### config.mk
export PLATFORM = sky130hd
export DESIGN_NAME = hazard_flush_ctrl_flat
export DESIGN_NICKNAME = d
export VERILOG_FILES = /design/src/rtl/hazard_flush_ctrl_if.sv /design/src/rtl/hazard_flush_ctrl.sv /design/src/flat_wrapper.sv
export SDC_FILE = /design/constraint.sdc
export NUM_CORES = 1
export LEC_CHECK = 0
export ABC_CLOCK_PERIOD_IN_PS = 3300
export BUFFER_PORTS_ARGS = -buffer_cell sky130_fd_sc_hd__buf_2
export CORE_UTILIZATION = 51
export DETAILED_ROUTE_END_ITERATION = 8
export MAX_ROUTING_LAYER = met4
export PLACE_DENSITY = 0.89
export SKIP_CTS_REPAIR_TIMING = 1
export SYNTH_ARGS = -nofsm -noshare
export SYNTH_HDL_FRONTEND = slang
export SYNTH_SLANG_ARGS = --single-unit
### constraint.sdc
create_clock -name clk -period 3.3 [get_ports clk]
set_input_delay 0.495 -clock clk [delete_from_list [all_inputs] [get_ports clk]]
set_output_delay 0.495 -clock clk [all_outputs]
set_load 0.02 [all_outputs]
### src/rtl/hazard_flush_ctrl_if.sv
// Hazard controller bundle: ID/EX hazard inputs, memory busy, and the
// stall/squash/freeze controls returned to the pipeline.
//   master : pipeline side (drives hazard inputs, consumes controls)
//   slave  : hazard_flush_ctrl (consumes hazard inputs, drives controls)
interface hazard_flush_ctrl_if #(
  parameter int unsigned REG_W = 5,
  parameter int unsigned CNT_W = 16
);
  logic             id_valid;
  logic [REG_W-1:0] id_rs;
  logic [REG_W-1:0] id_rt;
  logic             id_uses_rt;
  logic             ex_memread;
  logic [REG_W-1:0] ex_rd;
  logic             ex_branch_taken;
  logic             mem_busy;
  logic             pc_write;
  logic             ifid_write;
  logic             ifid_flush;
  logic             flush;
  logic             pipe_freeze;
  logic [1:0]       state;
  logic [CNT_W-1:0] stall_count;

  modport master (
    output id_valid, id_rs, id_rt, id_uses_rt, ex_memread, ex_rd,
           ex_branch_taken, mem_busy,
    input  pc_write, ifid_write, ifid_flush, flush, pipe_freeze, state,
           stall_count
  );

  modport slave (
    input  id_valid, id_rs, id_rt, id_uses_rt, ex_memread, ex_rd,
           ex_branch_taken, mem_busy,
    output pc_write, ifid_write, ifid_flush, flush, pipe_freeze, state,
           stall_count
  );
endinterface

### src/rtl/hazard_flush_ctrl.sv
// Pipeline hazard controller for the 5-stage KGP RISC core.
// Detects load-use hazards (one bubble), sequences the branch squash window
// and freezes the pipeline while data memory is busy.
// Ports:
//   clk   : system clock, rising edge
//   rst_n : asynchronous active-low reset
//   bus   : hazard_flush_ctrl_if.slave (hazard inputs in, controls out)
// Controls are combinational from state and inputs; state and stall_count
// are registered.
module hazard_flush_ctrl #(
  parameter int unsigned REG_W        = 5,
  parameter int unsigned FLUSH_CYCLES = 2,
  parameter int unsigned CNT_W        = 16
) (
  input  logic               clk,
  input  logic               rst_n,
  hazard_flush_ctrl_if.slave bus
);

  localparam int unsigned BC_W = (FLUSH_CYCLES > 1) ? $clog2(FLUSH_CYCLES) : 1;
  localparam logic [BC_W-1:0] BC_RELOAD = BC_W'(FLUSH_CYCLES - 1);

  typedef enum logic [1:0] {
    ST_RUN      = 2'd0,
    ST_BR_FLUSH = 2'd1,
    ST_MEM_WAIT = 2'd2
  } state_e;

  state_e           r_state;
  state_e           r_saved;
  logic [BC_W-1:0]  r_bcnt;
  logic [CNT_W-1:0] r_stall_count;

  state_e           w_state_nxt;
  state_e           w_saved_nxt;
  state_e           w_eff;
  logic [BC_W-1:0]  w_bcnt_nxt;
  logic [REG_W-1:0] w_ex_rd;
  logic             w_hz;
  logic             w_pc_write;
  logic             w_ifid_write;
  logic             w_ifid_flush;
  logic             w_flush;
  logic             w_pipe_freeze;

  // Load-use hazard: EX load writes a register the ID instruction reads.
  assign w_ex_rd = bus.ex_rd;
  assign w_hz = bus.id_valid & bus.ex_memread & (w_ex_rd != '0) &
                ((w_ex_rd == bus.id_rs) | (bus.id_uses_rt & (w_ex_rd == bus.id_rt)));

  // While waiting on memory, behave as the state that was interrupted.
  assign w_eff = (r_state == ST_MEM_WAIT) ? r_saved : r_state;

  // Next-state and control outputs; priority mem_busy > branch > hazard.
  always_comb begin
    w_pc_write    = 1'b1;
    w_ifid_write  = 1'b1;
    w_ifid_flush  = 1'b0;
    w_flush       = 1'b0;
    w_pipe_freeze = 1'b0;
    w_state_nxt   = r_state;
    w_saved_nxt   = r_saved;
    w_bcnt_nxt    = r_bcnt;

    if (bus.mem_busy) begin
      w_pipe_freeze = 1'b1;
      w_pc_write    = 1'b0;
      w_ifid_write  = 1'b0;
      w_state_nxt   = ST_MEM_WAIT;
      if (r_state != ST_MEM_WAIT) begin
        w_saved_nxt = r_state;
      end
    end else begin
      case (w_eff)
        ST_BR_FLUSH: begin
          w_ifid_flush = 1'b1;
          w_flush      = 1'b1;
          if (bus.ex_branch_taken) begin
            w_bcnt_nxt  = BC_RELOAD;
            w_state_nxt = ST_BR_FLUSH;
          end else begin
            w_bcnt_nxt  = r_bcnt - BC_W'(1);
            w_state_nxt = (r_bcnt == BC_W'(1)) ? ST_RUN : ST_BR_FLUSH;
          end
        end
        default: begin
          w_state_nxt = ST_RUN;
          if (bus.ex_branch_taken) begin
            w_ifid_flush = 1'b1;
            w_flush      = 1'b1;
            if (FLUSH_CYCLES > 1) begin
              w_bcnt_nxt  = BC_RELOAD;
              w_state_nxt = ST_BR_FLUSH;
            end
          end else if (w_hz) begin
            w_pc_write   = 1'b0;
            w_ifid_write = 1'b0;
            w_flush      = 1'b1;
          end
        end
      endcase
    end

    // Reset holds the front end stalled and squashed.
    if (!rst_n) begin
      w_pc_write    = 1'b0;
      w_ifid_write  = 1'b0;
      w_ifid_flush  = 1'b1;
      w_flush       = 1'b1;
      w_pipe_freeze = 1'b0;
    end
  end

  // State, saved state, branch counter and saturating stall counter.
  always_ff @(posedge clk or negedge rst_n) begin
    if (!rst_n) begin
      r_state       <= ST_RUN;
      r_saved       <= ST_RUN;
      r_bcnt        <= '0;
      r_stall_count <= '0;
    end else begin
      r_state <= w_state_nxt;
      r_saved <= w_saved_nxt;
      r_bcnt  <= w_bcnt_nxt;
      if (!w_pc_write && !(&r_stall_count)) begin
        r_stall_count <= r_stall_count + CNT_W'(1);
      end
    end
  end

  assign bus.pc_write    = w_pc_write;
  assign bus.ifid_write  = w_ifid_write;
  assign bus.ifid_flush  = w_ifid_flush;
  assign bus.flush       = w_flush;
  assign bus.pipe_freeze = w_pipe_freeze;
  assign bus.state       = 2'(r_state);
  assign bus.stall_count = r_stall_count;

endmodule

### src/flat_wrapper.sv
// flat-port wrapper written by rule: the top's interface ports become plain ports
module hazard_flush_ctrl_flat 
#(
  parameter int unsigned REG_W        = 5,
  parameter int unsigned FLUSH_CYCLES = 2,
  parameter int unsigned CNT_W        = 16
)
  (clk, rst_n, bus_id_valid, bus_id_rs, bus_id_rt, bus_id_uses_rt, bus_ex_memread, bus_ex_rd, bus_ex_branch_taken, bus_mem_busy, bus_pc_write, bus_ifid_write, bus_ifid_flush, bus_flush, bus_pipe_freeze, bus_state, bus_stall_count);
  hazard_flush_ctrl_if #(.REG_W(REG_W), .CNT_W(CNT_W)) bus_i ();
  input  logic clk;
  input  logic rst_n;
  input wire logic [$bits(bus_i.id_valid)-1:0] bus_id_valid;
  input wire logic [$bits(bus_i.id_rs)-1:0] bus_id_rs;
  input wire logic [$bits(bus_i.id_rt)-1:0] bus_id_rt;
  input wire logic [$bits(bus_i.id_uses_rt)-1:0] bus_id_uses_rt;
  input wire logic [$bits(bus_i.ex_memread)-1:0] bus_ex_memread;
  input wire logic [$bits(bus_i.ex_rd)-1:0] bus_ex_rd;
  input wire logic [$bits(bus_i.ex_branch_taken)-1:0] bus_ex_branch_taken;
  input wire logic [$bits(bus_i.mem_busy)-1:0] bus_mem_busy;
  output wire logic [$bits(bus_i.pc_write)-1:0] bus_pc_write;
  output wire logic [$bits(bus_i.ifid_write)-1:0] bus_ifid_write;
  output wire logic [$bits(bus_i.ifid_flush)-1:0] bus_ifid_flush;
  output wire logic [$bits(bus_i.flush)-1:0] bus_flush;
  output wire logic [$bits(bus_i.pipe_freeze)-1:0] bus_pipe_freeze;
  output wire logic [$bits(bus_i.state)-1:0] bus_state;
  output wire logic [$bits(bus_i.stall_count)-1:0] bus_stall_count;
  assign bus_i.id_valid = bus_id_valid;
  assign bus_i.id_rs = bus_id_rs;
  assign bus_i.id_rt = bus_id_rt;
  assign bus_i.id_uses_rt = bus_id_uses_rt;
  assign bus_i.ex_memread = bus_ex_memread;
  assign bus_i.ex_rd = bus_ex_rd;
  assign bus_i.ex_branch_taken = bus_ex_branch_taken;
  assign bus_i.mem_busy = bus_mem_busy;
  assign bus_pc_write = bus_i.pc_write;
  assign bus_ifid_write = bus_i.ifid_write;
  assign bus_ifid_flush = bus_i.ifid_flush;
  assign bus_flush = bus_i.flush;
  assign bus_pipe_freeze = bus_i.pipe_freeze;
  assign bus_state = bus_i.state;
  assign bus_stall_count = bus_i.stall_count;
  hazard_flush_ctrl #(.REG_W(REG_W), .FLUSH_CYCLES(FLUSH_CYCLES), .CNT_W(CNT_W)) u_core (.clk(clk), .rst_n(rst_n), .bus(bus_i));
endmodule
==> results of run 1 <==
flip-flops by register name, summed over array words and instances, names as in the netlist:
signal and flops:
u_core.bus.state 2, u_core.r_saved 2, u_core.r_bcnt 1, u_core.bus.stall_count 16
cell type report:
cell class              count  area, um2  share of cell area
flip-flops and latches     21        526               0.361
clock buffers               4       26.3              0.0181
repair buffers             46        235               0.162
inverters                   4       15.0              0.0103
well taps                  28       35.0              0.0241
multi-input cells          86        618               0.425
report_power, final:
part,total [mW],internal [mW],switching [mW]
clock,0.124,0.0473,0.0768
combinational,0.386,0.161,0.225
sequential,0.433,0.339,0.0939
total,0.943,0.547,0.396
worst max path at each step:
stage                              startpoint                         end  slack [ps]  cells past startpoint
final                            bus_ex_rd[1]              bus_ifid_write         870                      5
after global routing      u_core.bus.state[1]                   bus_flush         780                      6
after CTS                        bus_ex_rd[1]              bus_ifid_write         860                      5
after detailed placement         bus_ex_rd[1]  u_core.bus.stall_count[12]         820                      7
after global placement           bus_ex_rd[1]  u_core.bus.stall_count[12]         900                      7
after floorplan                  bus_ex_rd[1]                bus_pc_write         820                      5
cells by family after synthesis:
logic type      share of synthesized area
xor+xnor                            0.169
simple gates                        0.220
flops                               0.442
fa+ha+maj                          0.0105
compound gates                     0.0978
buf+inv                            0.0389
mux                                0.0221
through the flow:
step	power (mW)	instances	setup WS, ps	hold slack [ps]
global route	1.01	189	782	153
finish	0.943	189	866	125
global placement	0.804	185	896	471
CTS	0.948	189	856	135
floorplan	0.681	115	822	199
detailed placement	0.822	185	823	480
cells in the mapped netlist (all sizes together):
cell type  number  area [um2]
xnor2          11        96.3
and4            1        8.76
nor4            2        12.5
ha              1        12.5
mux2            2        26.3
o41a            1        11.3
nor4b           5        43.8
inv             4        15.0
o311a           1        21.3
nand2b          1        6.26
dfrtp          21         526
buf             4        31.3
xor2           12         105
nor3            6        30.0
a311oi          1        26.3
nor2b           1        6.26
a211oi          1        12.5
a21oi           2        10.0
nand2          11        41.3
nor3b           1        7.51
nand4           3        18.8
o22ai           1        6.26
o21ai           4        20.0
or3             1        6.26
nor2            6        25.0
nand3           8        40.0
a31o            1        8.76
or2             1        8.76
and3            1        6.26
critical path, cell delays in order:
cell and delay, ps:
buf_2 120, or3_1 390, o311a_4 340, a311oi_4 360, buf_2 230
placed cells by master (no fill, tap or decap), drive strengths merged, types with 2 or more instances in the layout:
cell / count
nand4: 3
o21ai: 4
nor3: 6
xor2: 12
nor2: 6
a21oi: 2
mux2: 2
nor4: 2
inv: 4
nor4b: 5
xnor2: 11
buf: 46
dfrtp: 21
nand3: 8
nand2: 11
clkbuf: 4
layer usage:
layer | wire [um] | GRT usage | vias up
met5 | 0 | - | -
met4 | 74 | 0.125 | 0
met3 | 108 | 0.0242 | 7
met2 | 1350 | 0.431 | 42
met1 | 971 | 0.254 | 488
li1 | - | - | 497
==> impl_metrics.ini, run 1 <==
[place]
dpl.hpwl_um = 1960
port_buffers = 44
gp_congestion = 0.789
place_area_um2 = 1430

[cts]
path_clk_slew_ps = 110
numCtsBuffers = 3
max-clock-path-buffers = 2
cts_root_buf = clkbuf_4
cts_tree = yes
clk_latency_ps = 310
cts_num_sinks = 21
cts_max_level = 1

[floorplan]
start_util = 0.538
fp.dieW_um = 50.3
num_rows = 17
core_area_um2 = 2210
die_h_um = 50.3
dieArea_um2 = 2530
design.portCount = 45

[sta]
min_period_over_period = 0.738
fin_setup_tns_ps = 0
fmax_mhz = 411
worst_slew_pin_slew_ps = 475
finalSetupViolations = 0
maxSlewViolCount = 0
rsz0062_at_grt = false
fin_skew_ps = 1.65
slew_headroom = 0.684
hold_viol = 0
period_needed_ps = 2430

[drt]
drt_wl_total_um = 2500
detail_route.iter0.violations = 24
dr_total_vias = 1034
vias_per_cell = 5.47
ant_nets = 0
drc = 0
wl_per_cell_um = 13.2
first_pass_iters = 4

[global_routing]
overflow = 0
track_usage = 0.238
grt_max_degree = 24
grt_pass1_wl_um = 4370
antenna_found_initial = 0
grt_pass1_vias = 1034

[finish]
fin_nets = 185
syn_to_final_growth_pct = 22.3
drive_gt1_frac = 0.348
final_area_um2 = 1460
final_core_util = 0.658
fillers = 189
diodes = 0

[pwr]
max-vdd-ir-drop_uv = 386
p_leak_nw = 0.682
p_per_area_nw_per_um2 = 648

[worst_setup_path]
r2r_setup_slack_ps = 1220
worstPathArrival_ps = 1940
crit_fanout = 4
required_ps = 2800
regToRegEndpoint = u_core.bus.stall_count[1]
startpoint_type = input pin
r2r-start = u_core.bus.stall_count[0]
worstSetupPathType = input pin to output port
cp-end-kind = output port
rr_worst_depth = 8

[logic_synthesis]
synth-seq-cells = 21
synth_area_um2 = 1190
ys_types = 33
syn_nets = 138
synthCells = 115
ys_seq_area_frac = 0.442
syn_area_per_cell_um2 = 10.3
ys_warn_count = 0

[outcome]
status = finished clean

[min_path]
min_path_type = input pin to asynchronous set/reset pin

[run]
cap_viol_max_count = 0
Note: power is estimated with default switching activity, not from simulation.
==> run 2, diff against run 1 <==
Settings changed: ABC_CLOCK_PERIOD_IN_PS 3300 to 2500, CORE_UTILIZATION 51 to 48, PLACE_DENSITY 0.89 to 0.84.
Clock period 3.3 ns to 2.5 ns, I/O delays scaled along.
==> impl_metrics.ini, run 2 (synthesis results as in run 1) <==
[outcome]
status = finished clean

[floorplan]
dieArea_um2 = 2680
start_util = 0.523
num_rows = 17
core_area_um2 = 2280
die_h_um = 51.8
fp.dieW_um = 51.8
design.portCount = 45

[sta]
finalSetupViolations = 0
fin_skew_ps = 2.67
fmax_mhz = 426
fin_setup_tns_ps = 0
min_period_over_period = 0.940
period_needed_ps = 2350
rsz0062_at_grt = false
worst_slew_pin_slew_ps = 449
slew_headroom = 0.701
maxSlewViolCount = 0
hold_viol = 0

[worst_setup_path]
worstPathArrival_ps = 1970
slowest_stage = a311oi_4
r2r-start = u_core.bus.state[1]
critPathLaunch = u_core.bus.state[1]
required_ps = 2120
worstSetupPathType = flip-flop to output port
crit_fanout = 7
cp_cell_sequence = inv_1 -> nor4b_1 -> a211oi_2 -> a311oi_4 -> buf_2
startpoint_type = flip-flop
cp-end-kind = output port
cpPeakStageDelay_ps = 420

[place]
gp_congestion = 0.798
dpl.hpwl_um = 2050
port_buffers = 44

[cts]
cts_num_sinks = 21
cts_tree = yes
cts_max_level = 1
max-clock-path-buffers = 2
path_clk_slew_ps = 120
cts_root_buf = clkbuf_4
clk_latency_ps = 300
numCtsBuffers = 3

[drt]
vias_per_cell = 5.56
dr_total_vias = 1067
dr.max_layer_used = met4
drt_wl_total_um = 2530
detail_route.iter0.violations = 17
ant_nets = 0
wl_met3_um = 125
wirelength_met1_um = 1030
wl_per_cell_um = 13.2
first_pass_iters = 5
wl_met2_um = 1360
drc = 0

[finish]
drive_gt1_frac = 0.360
diodes = 0
fin_nets = 188
fillers = 196
syn_to_final_growth_pct = 24.5
largest_register_ffs = 16
final_common_cell = buf_2
mostFrequentLayoutCells = buf_2, dfrtp_1, xor2_1, xnor2_1, nand2_1

[pwr]
p_per_area_nw_per_um2 = 842
max-vdd-ir-drop_uv = 428
p_leak_nw = 0.699
power_mw = 1.25

[global_routing]
track_usage = 0.216
grt_max_degree = 17
grt_pass1_wl_um = 4280
antenna_found_initial = 0
overflow = 0
grt_pass1_vias = 1027

[run]
cap_viol_max_count = 0

[min_path]
hold_path_startpoint = bus_mem_busy
min_path_type = input pin to flip-flop
## run 2: worst max-delay path, delay by kind of cell (launching register included)
kind / cells / cell delay [ps]
DFF: 1 / 390
AOI/OAI and AO/OA: 2 / 560
and+or+nand+nor: 1 / 390
buffers and inverters: 2 / 330
## run 2: final timing paths
path | end | slack, ps | cells past startpoint
worst max-delay path | bus_pc_write | 150 | 5
worst min register to register | u_core.bus.stall_count[10] | 500 | 1
worst max register to register | u_core.bus.stall_count[13] | 430 | 7
max in group asynchronous | u_core.bus.stall_count[5] | 1650 | 3
min in group asynchronous | u_core.r_saved[0] | 420 | 2
worst min-delay path | u_core.bus.state[1] | 280 | 1
## run 2: stage by stage
step / setup WS (ps) / hold WS [ps] / instances / area (um2) / util
after floorplan: 262 / 79.4 / 115 / 1190 / -
after global placement: 208 / 214 / 187 / 1440 / 0.634
after detailed placement: 177 / 211 / 187 / 1440 / 0.634
after CTS: 132 / -114 / 191 / 1470 / 0.647
after global routing: 24.2 / 264 / 192 / 1480 / 0.651
final: 150 / 281 / 192 / 1480 / 0.651
## run 2: power breakdown
part / switching (mW) / total, mW / leakage (nW) / internal, mW
Combinational: 0.291 / 0.506 / 0.431 / 0.215
Clock: 0.104 / 0.164 / 0.0177 / 0.0595
Sequential: 0.131 / 0.578 / 0.250 / 0.447
Total: 0.527 / 1.25 / 0.699 / 0.721
## run 2: area by class of cell
class | count | area (um2) | share of cell area
clock buffer | 3 | 22.5 | 0.0152
clock inverter | 1 | 5.00 | 0.00338
inverter | 4 | 15.0 | 0.0101
multi-input combinational | 86 | 618 | 0.417
sequential | 21 | 526 | 0.355
tap | 28 | 35.0 | 0.0236
timing repair buffer | 49 | 260 | 0.176
## run 2: routing by layer
layer	up-vias	track usage
met3	2	0.0292
met5	-	-
li1	506	-
met4	0	0.0405
met1	511	0.250
met2	48	0.398
